==> src/rtl/seq_controller_if.sv <==
// Handshake and datapath-control bundle between the instruction source and seq_controller.
interface seq_if #(
  parameter int RA_W   = 3,
  parameter int DATA_W = 10,
  parameter int ONEHOT = 0,
  parameter int CNT_W  = 8
);
  localparam int IW    = 2*RA_W + 4;
  localparam int SEL_W = (ONEHOT != 0) ? (1 << RA_W) : RA_W;

  logic              run;
  logic [IW-1:0]     instr_in;
  logic [DATA_W-1:0] imm;
  logic              imm_oe;
  logic [2:0]        alu_op;
  logic [SEL_W-1:0]  rin_sel;
  logic [SEL_W-1:0]  rout_sel;
  logic              enw;
  logic              enr;
  logic              ain;
  logic              gin;
  logic              gout;
  logic              ext;
  logic              ir_in;
  logic              done;
  logic              busy;
  logic [1:0]        step;
  logic [CNT_W-1:0]  instr_cnt;

  modport master (
    output run, instr_in,
    input  imm, imm_oe, alu_op, rin_sel, rout_sel, enw, enr, ain, gin, gout,
           ext, ir_in, done, busy, step, instr_cnt
  );

  modport slave (
    input  run, instr_in,
    output imm, imm_oe, alu_op, rin_sel, rout_sel, enw, enr, ain, gin, gout,
           ext, ir_in, done, busy, step, instr_cnt
  );
endinterface

==> src/rtl/seq_controller.sv <==
// Self-sequencing 3-step control unit: latches an instruction, steps T1..T3 and
// decodes per-step datapath strobes, counting retired instructions.
module seq_controller #(
  parameter int RA_W   = 3,
  parameter int DATA_W = 10,
  parameter int ONEHOT = 0,
  parameter int CNT_W  = 8
) (
  input  logic  clk,
  input  logic  reset,
  seq_if.slave  bus
);
  localparam int IW    = 2*RA_W + 4;
  localparam int SEL_W = (ONEHOT != 0) ? (1 << RA_W) : RA_W;

  typedef enum logic [1:0] {
    IDLE = 2'd0,
    T1   = 2'd1,
    T2   = 2'd2,
    T3   = 2'd3
  } state_t;

  state_t           state, state_nx;
  logic [IW-1:0]    ir;
  logic [CNT_W-1:0] cnt;

  logic             f;
  logic [RA_W-1:0]  x;
  logic [RA_W-1:0]  y;
  logic [2:0]       fn;

  logic             ext_c, ir_in_c, enw_c, enr_c, ain_c, gin_c, gout_c;
  logic             imm_oe_c, done_c;
  logic [2:0]       alu_c;
  logic [RA_W-1:0]  rin_idx, rout_idx;

  assign f  = ir[IW-1];
  assign x  = ir[IW-2 -: RA_W];
  assign y  = ir[3 +: RA_W];
  assign fn = ir[2:0];

  function automatic logic [SEL_W-1:0] enc(input logic [RA_W-1:0] idx);
    if (ONEHOT != 0)
      return SEL_W'(1) << idx;
    else
      return SEL_W'(idx);
  endfunction

  always_ff @(posedge clk) begin
    if (reset) begin
      state <= IDLE;
      ir    <= '0;
      cnt   <= '0;
    end else begin
      state <= state_nx;
      if (state == IDLE && bus.run)
        ir <= bus.instr_in;
      if (done_c)
        cnt <= cnt + CNT_W'(1);
    end
  end

  always_comb begin
    ext_c    = 1'b0;
    ir_in_c  = 1'b0;
    enw_c    = 1'b0;
    enr_c    = 1'b0;
    ain_c    = 1'b0;
    gin_c    = 1'b0;
    gout_c   = 1'b0;
    imm_oe_c = 1'b0;
    done_c   = 1'b0;
    alu_c    = 3'b000;
    rin_idx  = '0;
    rout_idx = '0;

    unique case (state)
      IDLE: begin
        if (bus.run) begin
          ext_c   = 1'b1;
          ir_in_c = 1'b1;
        end
      end
      T1: begin
        if (f) begin
          rout_idx = x;
          enr_c    = 1'b1;
          ain_c    = 1'b1;
        end else begin
          case (fn)
            3'b000: begin
              ext_c   = 1'b1;
              rin_idx = x;
              enw_c   = 1'b1;
              done_c  = 1'b1;
            end
            3'b001: begin
              rout_idx = y;
              rin_idx  = x;
              enr_c    = 1'b1;
              enw_c    = 1'b1;
              done_c   = 1'b1;
            end
            3'b100: begin
              rout_idx = y;
              enr_c    = 1'b1;
              gin_c    = 1'b1;
              alu_c    = 3'b100;
            end
            default: begin
              rout_idx = x;
              enr_c    = 1'b1;
              ain_c    = 1'b1;
            end
          endcase
        end
      end
      T2: begin
        if (f) begin
          gin_c    = 1'b1;
          imm_oe_c = 1'b1;
          alu_c    = 3'b010;
        end else if (fn == 3'b100) begin
          gout_c  = 1'b1;
          rin_idx = x;
          enw_c   = 1'b1;
          done_c  = 1'b1;
        end else if (fn != 3'b000 && fn != 3'b001) begin
          rout_idx = y;
          enr_c    = 1'b1;
          gin_c    = 1'b1;
          alu_c    = fn;
        end
      end
      T3: begin
        gout_c  = 1'b1;
        rin_idx = x;
        enw_c   = 1'b1;
        done_c  = 1'b1;
      end
      default: ;
    endcase
  end

  // Every done step returns to IDLE; the next fetch happens there, never straight from T3.
  always_comb begin
    state_nx = state;
    unique case (state)
      IDLE:    if (bus.run) state_nx = T1;
      T1:      state_nx = done_c ? IDLE : T2;
      T2:      state_nx = done_c ? IDLE : T3;
      T3:      state_nx = IDLE;
      default: state_nx = IDLE;
    endcase
  end

  assign bus.ext       = ext_c;
  assign bus.ir_in     = ir_in_c;
  assign bus.enw       = enw_c;
  assign bus.enr       = enr_c;
  assign bus.ain       = ain_c;
  assign bus.gin       = gin_c;
  assign bus.gout      = gout_c;
  assign bus.done      = done_c;
  assign bus.alu_op    = alu_c;
  assign bus.imm_oe    = imm_oe_c;
  assign bus.imm       = imm_oe_c ? DATA_W'({y, fn}) : '0;
  assign bus.rin_sel   = enw_c ? enc(rin_idx)  : '0;
  assign bus.rout_sel  = enr_c ? enc(rout_idx) : '0;
  assign bus.busy      = (state != IDLE);
  assign bus.step      = state;
  assign bus.instr_cnt = cnt;
endmodule

==> src/flat_wrapper.sv <==
// flat-port wrapper written by rule: the top's interface ports become plain ports
module seq_controller_flat 
#(
  parameter int RA_W   = 3,
  parameter int DATA_W = 10,
  parameter int ONEHOT = 0,
  parameter int CNT_W  = 8
)
  (clk, reset, bus_run, bus_instr_in, bus_imm, bus_imm_oe, bus_alu_op, bus_rin_sel, bus_rout_sel, bus_enw, bus_enr, bus_ain, bus_gin, bus_gout, bus_ext, bus_ir_in, bus_done, bus_busy, bus_step, bus_instr_cnt);
  seq_if #(.RA_W(RA_W), .DATA_W(DATA_W), .ONEHOT(ONEHOT), .CNT_W(CNT_W)) bus_i ();
  input  logic clk;
  input  logic reset;
  input wire logic [$bits(bus_i.run)-1:0] bus_run;
  input wire logic [$bits(bus_i.instr_in)-1:0] bus_instr_in;
  output wire logic [$bits(bus_i.imm)-1:0] bus_imm;
  output wire logic [$bits(bus_i.imm_oe)-1:0] bus_imm_oe;
  output wire logic [$bits(bus_i.alu_op)-1:0] bus_alu_op;
  output wire logic [$bits(bus_i.rin_sel)-1:0] bus_rin_sel;
  output wire logic [$bits(bus_i.rout_sel)-1:0] bus_rout_sel;
  output wire logic [$bits(bus_i.enw)-1:0] bus_enw;
  output wire logic [$bits(bus_i.enr)-1:0] bus_enr;
  output wire logic [$bits(bus_i.ain)-1:0] bus_ain;
  output wire logic [$bits(bus_i.gin)-1:0] bus_gin;
  output wire logic [$bits(bus_i.gout)-1:0] bus_gout;
  output wire logic [$bits(bus_i.ext)-1:0] bus_ext;
  output wire logic [$bits(bus_i.ir_in)-1:0] bus_ir_in;
  output wire logic [$bits(bus_i.done)-1:0] bus_done;
  output wire logic [$bits(bus_i.busy)-1:0] bus_busy;
  output wire logic [$bits(bus_i.step)-1:0] bus_step;
  output wire logic [$bits(bus_i.instr_cnt)-1:0] bus_instr_cnt;
  assign bus_i.run = bus_run;
  assign bus_i.instr_in = bus_instr_in;
  assign bus_imm = bus_i.imm;
  assign bus_imm_oe = bus_i.imm_oe;
  assign bus_alu_op = bus_i.alu_op;
  assign bus_rin_sel = bus_i.rin_sel;
  assign bus_rout_sel = bus_i.rout_sel;
  assign bus_enw = bus_i.enw;
  assign bus_enr = bus_i.enr;
  assign bus_ain = bus_i.ain;
  assign bus_gin = bus_i.gin;
  assign bus_gout = bus_i.gout;
  assign bus_ext = bus_i.ext;
  assign bus_ir_in = bus_i.ir_in;
  assign bus_done = bus_i.done;
  assign bus_busy = bus_i.busy;
  assign bus_step = bus_i.step;
  assign bus_instr_cnt = bus_i.instr_cnt;
  seq_controller #(.RA_W(RA_W), .DATA_W(DATA_W), .ONEHOT(ONEHOT), .CNT_W(CNT_W)) u_core (.clk(clk), .reset(reset), .bus(bus_i));
endmodule
==> config.mk <==
export PLATFORM = sky130hd
export DESIGN_NAME = seq_controller_flat
export DESIGN_NICKNAME = d
export VERILOG_FILES = /design/src/rtl/seq_controller_if.sv /design/src/rtl/seq_controller.sv /design/src/flat_wrapper.sv
export SDC_FILE = /design/constraint.sdc
export NUM_CORES = 1
export LEC_CHECK = 0
export CAP_MARGIN = 20
export CORE_ASPECT_RATIO = 1.4
export CORE_MARGIN = 1.5
export CORE_UTILIZATION = 45
export CTS_BUF_LIST = sky130_fd_sc_hd__clkbuf_8
export CTS_CLUSTER_DIAMETER = 200
export DETAILED_ROUTE_END_ITERATION = 10
export GPL_ROUTABILITY_DRIVEN = 0
export HOLD_SLACK_MARGIN = 0.03
export PLACE_DENSITY = 0.82
export SETUP_SLACK_MARGIN = 0.05
export SYNTH_ARGS = -nofsm -noshare
export SYNTH_HDL_FRONTEND = slang
export SYNTH_SLANG_ARGS = --single-unit
==> constraint.sdc <==
create_clock -name clk -period 2.4 [get_ports clk]
set_input_delay 0.24 -clock clk [delete_from_list [all_inputs] [get_ports clk]]
set_output_delay 0.24 -clock clk [all_outputs]
set_load 0.005 [all_outputs]
==> flow_summary.html, run 1 <==
<table>
<tr><th>Metric</th><th>Value</th></tr>
<tr><th colspan="2">Route</th></tr>
<tr><td>Final antenna-violating net count</td><td>0</td></tr>
<tr><td>DR vias</td><td>1429</td></tr>
<tr><td>Number of iterations in the first detailed-routing pass</td><td>4</td></tr>
<tr><td>Post-DR wirelength/cell</td><td>14.1 um</td></tr>
<tr><td>Via-per-instance ratio</td><td>5.43</td></tr>
<tr><td>DRC violations left</td><td>0</td></tr>
<tr><td>Aggregate routed wire length</td><td>3720 um</td></tr>
<tr><td>Starting DRC count in detailed routing</td><td>52</td></tr>
<tr><th colspan="2">Critical path</th></tr>
<tr><td>Crit-path max cell delay</td><td>0.52 ns</td></tr>
<tr><td>Critical-path cell list</td><td>inv_2 &gt; ha_4 &gt; buf_4 &gt; inv_1 &gt; o41ai_1 &gt; nand2_1 &gt; a21oi_1 &gt; clkdlybuf4s50_1</td></tr>
<tr><td>Maximum fanout encountered on the critical timing path</td><td>6</td></tr>
<tr><td>Setup CP Type</td><td>reg2out</td></tr>
<tr><td>CP required</td><td>2.16 ns</td></tr>
<tr><td>Category of the worst setup path capture point</td><td>output pin</td></tr>
<tr><td>Crit path max-delay cell type</td><td>clkdlybuf4s50_1</td></tr>
<tr><td>Worst EP arrival</td><td>2.05 ns</td></tr>
<tr><td>CP Launch Type</td><td>flop</td></tr>
<tr><th colspan="2">Place</th></tr>
<tr><td>Total instance count after detailed placement</td><td>252</td></tr>
<tr><td>HPWL after detailed placement</td><td>2670 um</td></tr>
<tr><td>Post-detailed-placement cell area</td><td>1830 sq um</td></tr>
<tr><td>Pre-CTS setup slack</td><td>0.0660 ns</td></tr>
<tr><td>Port Buf Inserts</td><td>47</td></tr>
<tr><th colspan="2">Pwr</th></tr>
<tr><td>Ratio of total power to cell area</td><td>520 nW/um^2</td></tr>
<tr><td>Design Power</td><td>1.05 mW</td></tr>
<tr><td>Leakage power of the design</td><td>0.865 nW</td></tr>
<tr><td>Maximum resistive drop on vdd</td><td>0.000514 V</td></tr>
<tr><th colspan="2">Final layout</th></tr>
<tr><td>Final-layout fill cell count</td><td>231</td></tr>
<tr><td>Layout Utilization</td><td>71.8%</td></tr>
<tr><td>Layout Cells excl Fill</td><td>263</td></tr>
<tr><td>Post-layout nets</td><td>245</td></tr>
<tr><td>Layout overhead on the synthesized area</td><td>53.0%</td></tr>
<tr><td>Cell area after layout</td><td>2030 sq um</td></tr>
<tr><td>Share of final-layout standard cells stronger than drive strength 1</td><td>19.0%</td></tr>
<tr><td>Antenna Cells</td><td>0</td></tr>
<tr><th colspan="2">Yosys</th></tr>
<tr><td>Area of the mapped netlist</td><td>1320 sq um</td></tr>
<tr><td>Share of flip-flops with an asynchronous set or reset after synthesis</td><td>0%</td></tr>
<tr><td>Count of yosys warnings during synthesis</td><td>0</td></tr>
<tr><td>Area share of the largest cell type after synthesis</td><td>30.2%</td></tr>
<tr><td>Top post-synthesis cells by count</td><td>nand2_1, dfxtp_1, a21oi_1</td></tr>
<tr><td>Most area-hungry cell type in the Yosys netlist</td><td>dfxtp_1</td></tr>
<tr><td>Predominant post-synthesis flop cell</td><td>dfxtp_1</td></tr>
<tr><td>Biggest area contributors in the synthesized netlist</td><td>dfxtp_1, nand2_1, a21oi_1, ha_1, nor4b_4</td></tr>
<tr><td>Number of enable-type register cells in the synthesized netlist</td><td>0</td></tr>
<tr><td>Most used standard cell by instance count after synthesis</td><td>nand2_1</td></tr>
<tr><td>Distinct cell type count after synthesis</td><td>41</td></tr>
<tr><td>#FFs+latches synth</td><td>20</td></tr>
<tr><td>Post-synthesis cell count</td><td>172</td></tr>
<tr><td>Sequential-to-total area share from yosys stat</td><td>30.2%</td></tr>
<tr><td>Synthesized area divided by synthesized cell count</td><td>7.70 sq um</td></tr>
<tr><th colspan="2">Clock network</th></tr>
<tr><td>CTS sink cnt</td><td>20</td></tr>
<tr><td>Root Driver</td><td>clkbuf_8</td></tr>
<tr><td>Clock tree from TritonCTS</td><td>yes</td></tr>
<tr><td># hold bufs at CTS</td><td>0</td></tr>
<tr><td>CTS max path bufs</td><td>2</td></tr>
<tr><td>CTS clk-pin slew, worst paths</td><td>0.08 ns</td></tr>
<tr><td>Number of buffers created by CTS</td><td>3</td></tr>
<tr><td>Number of H-tree levels</td><td>1</td></tr>
<tr><td>Clock network latency to the later pin of the worst-skew pair</td><td>0.26 ns</td></tr>
<tr><th colspan="2">STA</th></tr>
<tr><td>Hold slack</td><td>0.483 ns</td></tr>
<tr><td>Setup TNS</td><td>0 ns</td></tr>
<tr><td>Setup violations, final</td><td>0</td></tr>
<tr><td>Final Hold Viols</td><td>0</td></tr>
<tr><td>Share of the clock period used by the worst path after layout</td><td>95.5%</td></tr>
<tr><td>Max-slew violations</td><td>0</td></tr>
<tr><td>Worst clock skew on the final layout</td><td>0.00108 ns</td></tr>
<tr><td>Period minus WS final</td><td>2.29 ns</td></tr>
<tr><td>Top achievable clock speed</td><td>0.436 GHz</td></tr>
<tr><td>RSZ-0062 raised after global routing</td><td>no</td></tr>
<tr><td>Smallest setup slack after layout</td><td>0.107 ns</td></tr>
<tr><th colspan="2">Die</th></tr>
<tr><td>Die Height</td><td>67.2 um</td></tr>
<tr><td>Floorplan die area</td><td>3280 sq um</td></tr>
<tr><td>Core ar.</td><td>2820 sq um</td></tr>
<tr><td>Number of rows created at floorplan</td><td>23</td></tr>
<tr><td>Ports</td><td>52</td></tr>
<tr><td>Effective utilization at floorplan</td><td>46.9%</td></tr>
<tr><td>Horizontal die dimension</td><td>48.8 um</td></tr>
<tr><th colspan="2">Global routing</th></tr>
<tr><td>Remaining global-route overflow</td><td>0</td></tr>
<tr><td>Largest net degree at the start of global routing</td><td>26</td></tr>
<tr><td>Global-route wire length before repair</td><td>5730 um</td></tr>
<tr><td>Number of global-route vias before repair</td><td>1312</td></tr>
<tr><td>GR Util All Layers</td><td>21.9%</td></tr>
<tr><td>Initial antenna violation count</td><td>0</td></tr>
<tr><th colspan="2">Min path</th></tr>
<tr><td>Path type of the worst min-delay path</td><td>reg2reg</td></tr>
<tr><th colspan="2">Job</th></tr>
<tr><td>MaxCap Viol Count</td><td>0</td></tr>
<tr><th colspan="2">Outcome</th></tr>
<tr><td>Run status</td><td>complete, no violations</td></tr>
</table>
[path summary, 6_finish.rpt]
check        slack (ns)                 endpoint  depth (start not counted)               start
max                0.11                  bus_gin                          8  u_core.bus.step[1]
min                0.48             u_core.ir[3]                          2        u_core.ir[3]
max reg2reg        0.45  u_core.bus.instr_cnt[7]                          7  u_core.bus.step[1]
min reg2reg        0.48             u_core.ir[3]                          2        u_core.ir[3]
[critical path: cells and delay by family (launching register included)]
kind,cells,cell delay (ns)
flops,1,0.35
fa+ha+maj,1,0.16
buf+inv,4,0.76
simple gates,1,0.10
compound gates,2,0.42
[cell families (layout without fill, tap and decap cells)]
family / count (synthesis) / in the layout / share of synthesized area [%]
AOI/OAI and AO/OA: 39 / 39 / 18.1
buffers and inverters: 24 / 75 / 9.64
muxes: 5 / 5 / 4.06
adders and majority gates: 5 / 5 / 4.73
other: 1 / 4 / 0.283
and+or+nand+nor: 78 / 78 / 33.0
DFF: 20 / 20 / 30.2
[layout make-up]
| class | count | area (sq um) | share of cell area, % |
|---|---|---|---|
| clock buffers | 3 | 41.3 | 2.04 |
| clock inverters | 1 | 30.0 | 1.48 |
| inverters | 7 | 26.3 | 1.30 |
| multi-input cells | 131 | 871 | 43.0 |
| flip-flops and latches | 20 | 408 | 20.1 |
| well taps | 37 | 46.3 | 2.29 |
| repair buffers | 64 | 603 | 29.8 |
[placed cells by master (no fill, tap or decap), types with 2 or more instances in the layout]
cell type,n
o31ai_1,3
a211oi_1,2
or4_1,3
mux2i_1,2
dfxtp_2,3
inv_1,5
ha_1,3
nor2_1,8
nor2_2,2
conb_1,4
nand2b_1,2
and2_1,4
nand3_1,3
clkdlybuf4s50_1,45
nand4_1,2
o21ai_1,2
nand2_1,32
dfxtp_1,16
nor4b_4,2
inv_2,2
a21oi_1,18
clkbuf_8,3
o21ai_0,4
nor2b_1,6
dlymetal6s2s_1,2
mux2_1,2
buf_4,17
or3_1,2
and3_1,7
[power breakdown]
group	internal, mW	switching (mW)
Sequential	0.356	0.0306
Combinational	0.165	0.164
Clock	0.223	0.117
[sequential cells by signal, summed over array words and instances, names as in the netlist]
register	cells
u_core.bus.step	2
u_core.bus.instr_cnt	8
u_core.ir	10
[per-layer routing]
layer / track usage [%] / part of all wire [%] / vias up
li1: - / - / 694
met1: 23.4 / 37 / 663
met2: 44.9 / 56 / 57
met3: 1.55 / 4.1 / 15
met4: 7.50 / 3.0 / 0
met5: 0 / 0 / -
[repair_timing]
action | CTS | global route
pin swaps | 2 | 5
setup endpoints to repair | 11 | 10
hold endpoints to repair | 0 | 0
resized for setup | 9 | 15
buffers inserted | 3 | 4
Power figures use the tool's default switching activity.
==> run 2, diff against run 1 <==
clock period = 2.2 ns   (was 2.4 ns; I/O delays follow)
==> flow_summary.html, run 2 (same netlist as run 1, synthesis figures left out) <==
<table>
<tr><th>Metric</th><th>Value</th></tr>
<tr><th colspan="2">Place</th></tr>
<tr><td>Pre-CTS setup slack</td><td>-0.0404 ns</td></tr>
<tr><td>Port Buf Inserts</td><td>47</td></tr>
<tr><td>HPWL after detailed placement</td><td>2870 um</td></tr>
<tr><td>Total instance count after detailed placement</td><td>256</td></tr>
<tr><th colspan="2">Global routing</th></tr>
<tr><td>Global-route wire length before repair</td><td>6270 um</td></tr>
<tr><td>Initial antenna violation count</td><td>0</td></tr>
<tr><td>Number of global-route vias before repair</td><td>1397</td></tr>
<tr><td>Largest net degree at the start of global routing</td><td>15</td></tr>
<tr><td>Remaining global-route overflow</td><td>0</td></tr>
<tr><td>GR Util All Layers</td><td>24.7%</td></tr>
<tr><th colspan="2">STA</th></tr>
<tr><td>Setup violations, final</td><td>0</td></tr>
<tr><td>Setup TNS</td><td>0 ns</td></tr>
<tr><td>RSZ-0062 raised after global routing</td><td>yes</td></tr>
<tr><td>Final Hold Viols</td><td>0</td></tr>
<tr><td>Max-slew violations</td><td>0</td></tr>
<tr><td>Period minus WS final</td><td>2.12 ns</td></tr>
<tr><td>Worst clock skew on the final layout</td><td>0.00461 ns</td></tr>
<tr><td>Hold slack</td><td>0.469 ns</td></tr>
<tr><td>Smallest setup slack after layout</td><td>0.0764 ns</td></tr>
<tr><td>Top achievable clock speed</td><td>0.471 GHz</td></tr>
<tr><td>Share of the clock period used by the worst path after layout</td><td>96.5%</td></tr>
<tr><th colspan="2">Die</th></tr>
<tr><td>Core ar.</td><td>2820 sq um</td></tr>
<tr><td>Floorplan die area</td><td>3280 sq um</td></tr>
<tr><td>Effective utilization at floorplan</td><td>46.9%</td></tr>
<tr><td>Die Height</td><td>67.2 um</td></tr>
<tr><td>Horizontal die dimension</td><td>48.8 um</td></tr>
<tr><td>Ports</td><td>52</td></tr>
<tr><td>Number of rows created at floorplan</td><td>23</td></tr>
<tr><th colspan="2">Outcome</th></tr>
<tr><td>Run status</td><td>complete, no violations</td></tr>
<tr><th colspan="2">Critical path</th></tr>
<tr><td>Category of the worst setup path capture point</td><td>output pin</td></tr>
<tr><td>Number of buffer and inverter stages on the critical path</td><td>2</td></tr>
<tr><td>Worst flop-to-flop path endpoint</td><td>u_core.bus.instr_cnt[7]</td></tr>
<tr><td>Worst EP arrival</td><td>1.90 ns</td></tr>
<tr><td>WP depth</td><td>6</td></tr>
<tr><td>Crit-path max cell delay</td><td>0.55 ns</td></tr>
<tr><td>Worst setup endpoint</td><td>bus_enw</td></tr>
<tr><td>Worst reg-to-reg path cell count</td><td>8</td></tr>
<tr><td>Maximum fanout encountered on the critical timing path</td><td>4</td></tr>
<tr><td>Crit path max-delay cell type</td><td>clkdlybuf4s50_1</td></tr>
<tr><td>CP required</td><td>1.98 ns</td></tr>
<tr><td>Register-to-Register Setup Slack</td><td>0.24 ns</td></tr>
<tr><td>Startpoint of the most critical setup path</td><td>u_core.bus.step[1]</td></tr>
<tr><td>Setup CP Type</td><td>reg2out</td></tr>
<tr><td>Origin of the critical flop-to-flop path</td><td>u_core.bus.step[1]</td></tr>
<tr><td>Critical-path cell list</td><td>inv_4 &gt; ha_4 &gt; nor4b_4 &gt; a211oi_2 &gt; nor2_2 &gt; clkdlybuf4s50_1</td></tr>
<tr><td>CP Launch Type</td><td>flop</td></tr>
<tr><td>Family of cells with the greatest summed delay on the critical path</td><td>buffers and inverters</td></tr>
<tr><th colspan="2">Clock network</th></tr>
<tr><td>Clock network latency to the later pin of the worst-skew pair</td><td>0.27 ns</td></tr>
<tr><td>Number of buffers created by CTS</td><td>3</td></tr>
<tr><td># hold bufs at CTS</td><td>0</td></tr>
<tr><td>Clock tree from TritonCTS</td><td>yes</td></tr>
<tr><td>CTS max path bufs</td><td>2</td></tr>
<tr><td>CTS sink cnt</td><td>20</td></tr>
<tr><td>Root Driver</td><td>clkbuf_8</td></tr>
<tr><td>CTS clk-pin slew, worst paths</td><td>0.08 ns</td></tr>
<tr><td>Number of H-tree levels</td><td>1</td></tr>
<tr><th colspan="2">Final layout</th></tr>
<tr><td>Share of final-layout standard cells stronger than drive strength 1</td><td>20.8%</td></tr>
<tr><td>Post-layout nets</td><td>250</td></tr>
<tr><td>Layout overhead on the synthesized area</td><td>55.7%</td></tr>
<tr><td>Register bank with the most flops</td><td>u_core.ir</td></tr>
<tr><td>Leading cell types in the layout, fill and taps excluded</td><td>clkdlybuf4s50_1, nand2_1, buf_4</td></tr>
<tr><td>Most frequent standard cell in the layout excluding fill and tap cells</td><td>clkdlybuf4s50_1</td></tr>
<tr><td>Layout Utilization</td><td>73.1%</td></tr>
<tr><td>Antenna Cells</td><td>0</td></tr>
<tr><td>Layout Cells excl Fill</td><td>268</td></tr>
<tr><td>Max FFs per register</td><td>10</td></tr>
<tr><th colspan="2">Route</th></tr>
<tr><td>Aggregate routed wire length</td><td>3990 um</td></tr>
<tr><td>Number of iterations in the first detailed-routing pass</td><td>4</td></tr>
<tr><td>DR vias</td><td>1451</td></tr>
<tr><td>Post-DR wirelength/cell</td><td>14.9 um</td></tr>
<tr><td>DRC violations left</td><td>0</td></tr>
<tr><td>Final antenna-violating net count</td><td>0</td></tr>
<tr><td>Via-per-instance ratio</td><td>5.41</td></tr>
<tr><td>Starting DRC count in detailed routing</td><td>37</td></tr>
<tr><th colspan="2">Pwr</th></tr>
<tr><td>Leakage power of the design</td><td>0.927 nW</td></tr>
<tr><td>Maximum resistive drop on vdd</td><td>0.000569 V</td></tr>
<tr><td>Ratio of total power to cell area</td><td>569 nW/um^2</td></tr>
<tr><th colspan="2">Min path</th></tr>
<tr><td>Path type of the worst min-delay path</td><td>reg2reg</td></tr>
<tr><td>Worst hold start</td><td>u_core.ir[3]</td></tr>
<tr><th colspan="2">Job</th></tr>
<tr><td>MaxCap Viol Count</td><td>0</td></tr>
</table>
-- run 2: worst min-delay path, cell delays in order (launching register included) --
cell and delay, ns:
dfxtp_1 0.32, nand2_1 0.06, a21oi_1 0.05
-- run 2: layout make-up --
type	instances	area, sq um
Inverter	7	31.3
Tap cell	37	46.3
Timing Repair Buffer	69	634
Sequential cell	20	410
Clock inverter	1	30.0
Clock buffer	3	41.3
Fill cell	221	759
Multi-Input combinational cell	131	867
-- run 2: worst min-delay path by stage --
stage / endpoint / slack, ns / depth (start not counted)
after floorplan: u_core.ir[3] / 0.36 / 2
after global placement: u_core.ir[5] / 0.45 / 2
after detailed placement: u_core.ir[3] / 0.46 / 2
after CTS: u_core.ir[3] / 0.47 / 2
after global routing: u_core.ir[3] / 0.50 / 2
final: u_core.ir[3] / 0.47 / 2
-- run 2: per-layer routing --
layer | part of all wire (%) | vias up | GRT usage, %
li1 | - | 699 | -
met1 | 36 | 695 | 25.1
met2 | 58 | 46 | 49.0
met3 | 3.8 | 11 | 2.21
met4 | 2.7 | 0 | 15.0
met5 | 0 | - | 0
-- run 2: stage by stage --
stage	area (sq um)	power, mW
2_1_floorplan	1340	0.605
3_3_place_gp	1860	0.730
3_5_place_dp	1860	0.747
4_1_cts	2040	1.16
5_1_grt	2060	1.22
6_report	2060	1.17
-- run 2: what timing repair did --
item,in CTS,in global routing
pin swaps,7,4
endpoints found under the setup margin,11,8
gates resized for setup,31,7
setup buffers,6,2
-- run 2: power by group --
part / leakage [nW] / internal [mW] / switching (mW) / total [mW]
Combinational: 0.727 / 0.188 / 0.192 / 0.380
Clock: 0.0357 / 0.243 / 0.130 / 0.373
Sequential: 0.165 / 0.388 / 0.0312 / 0.419
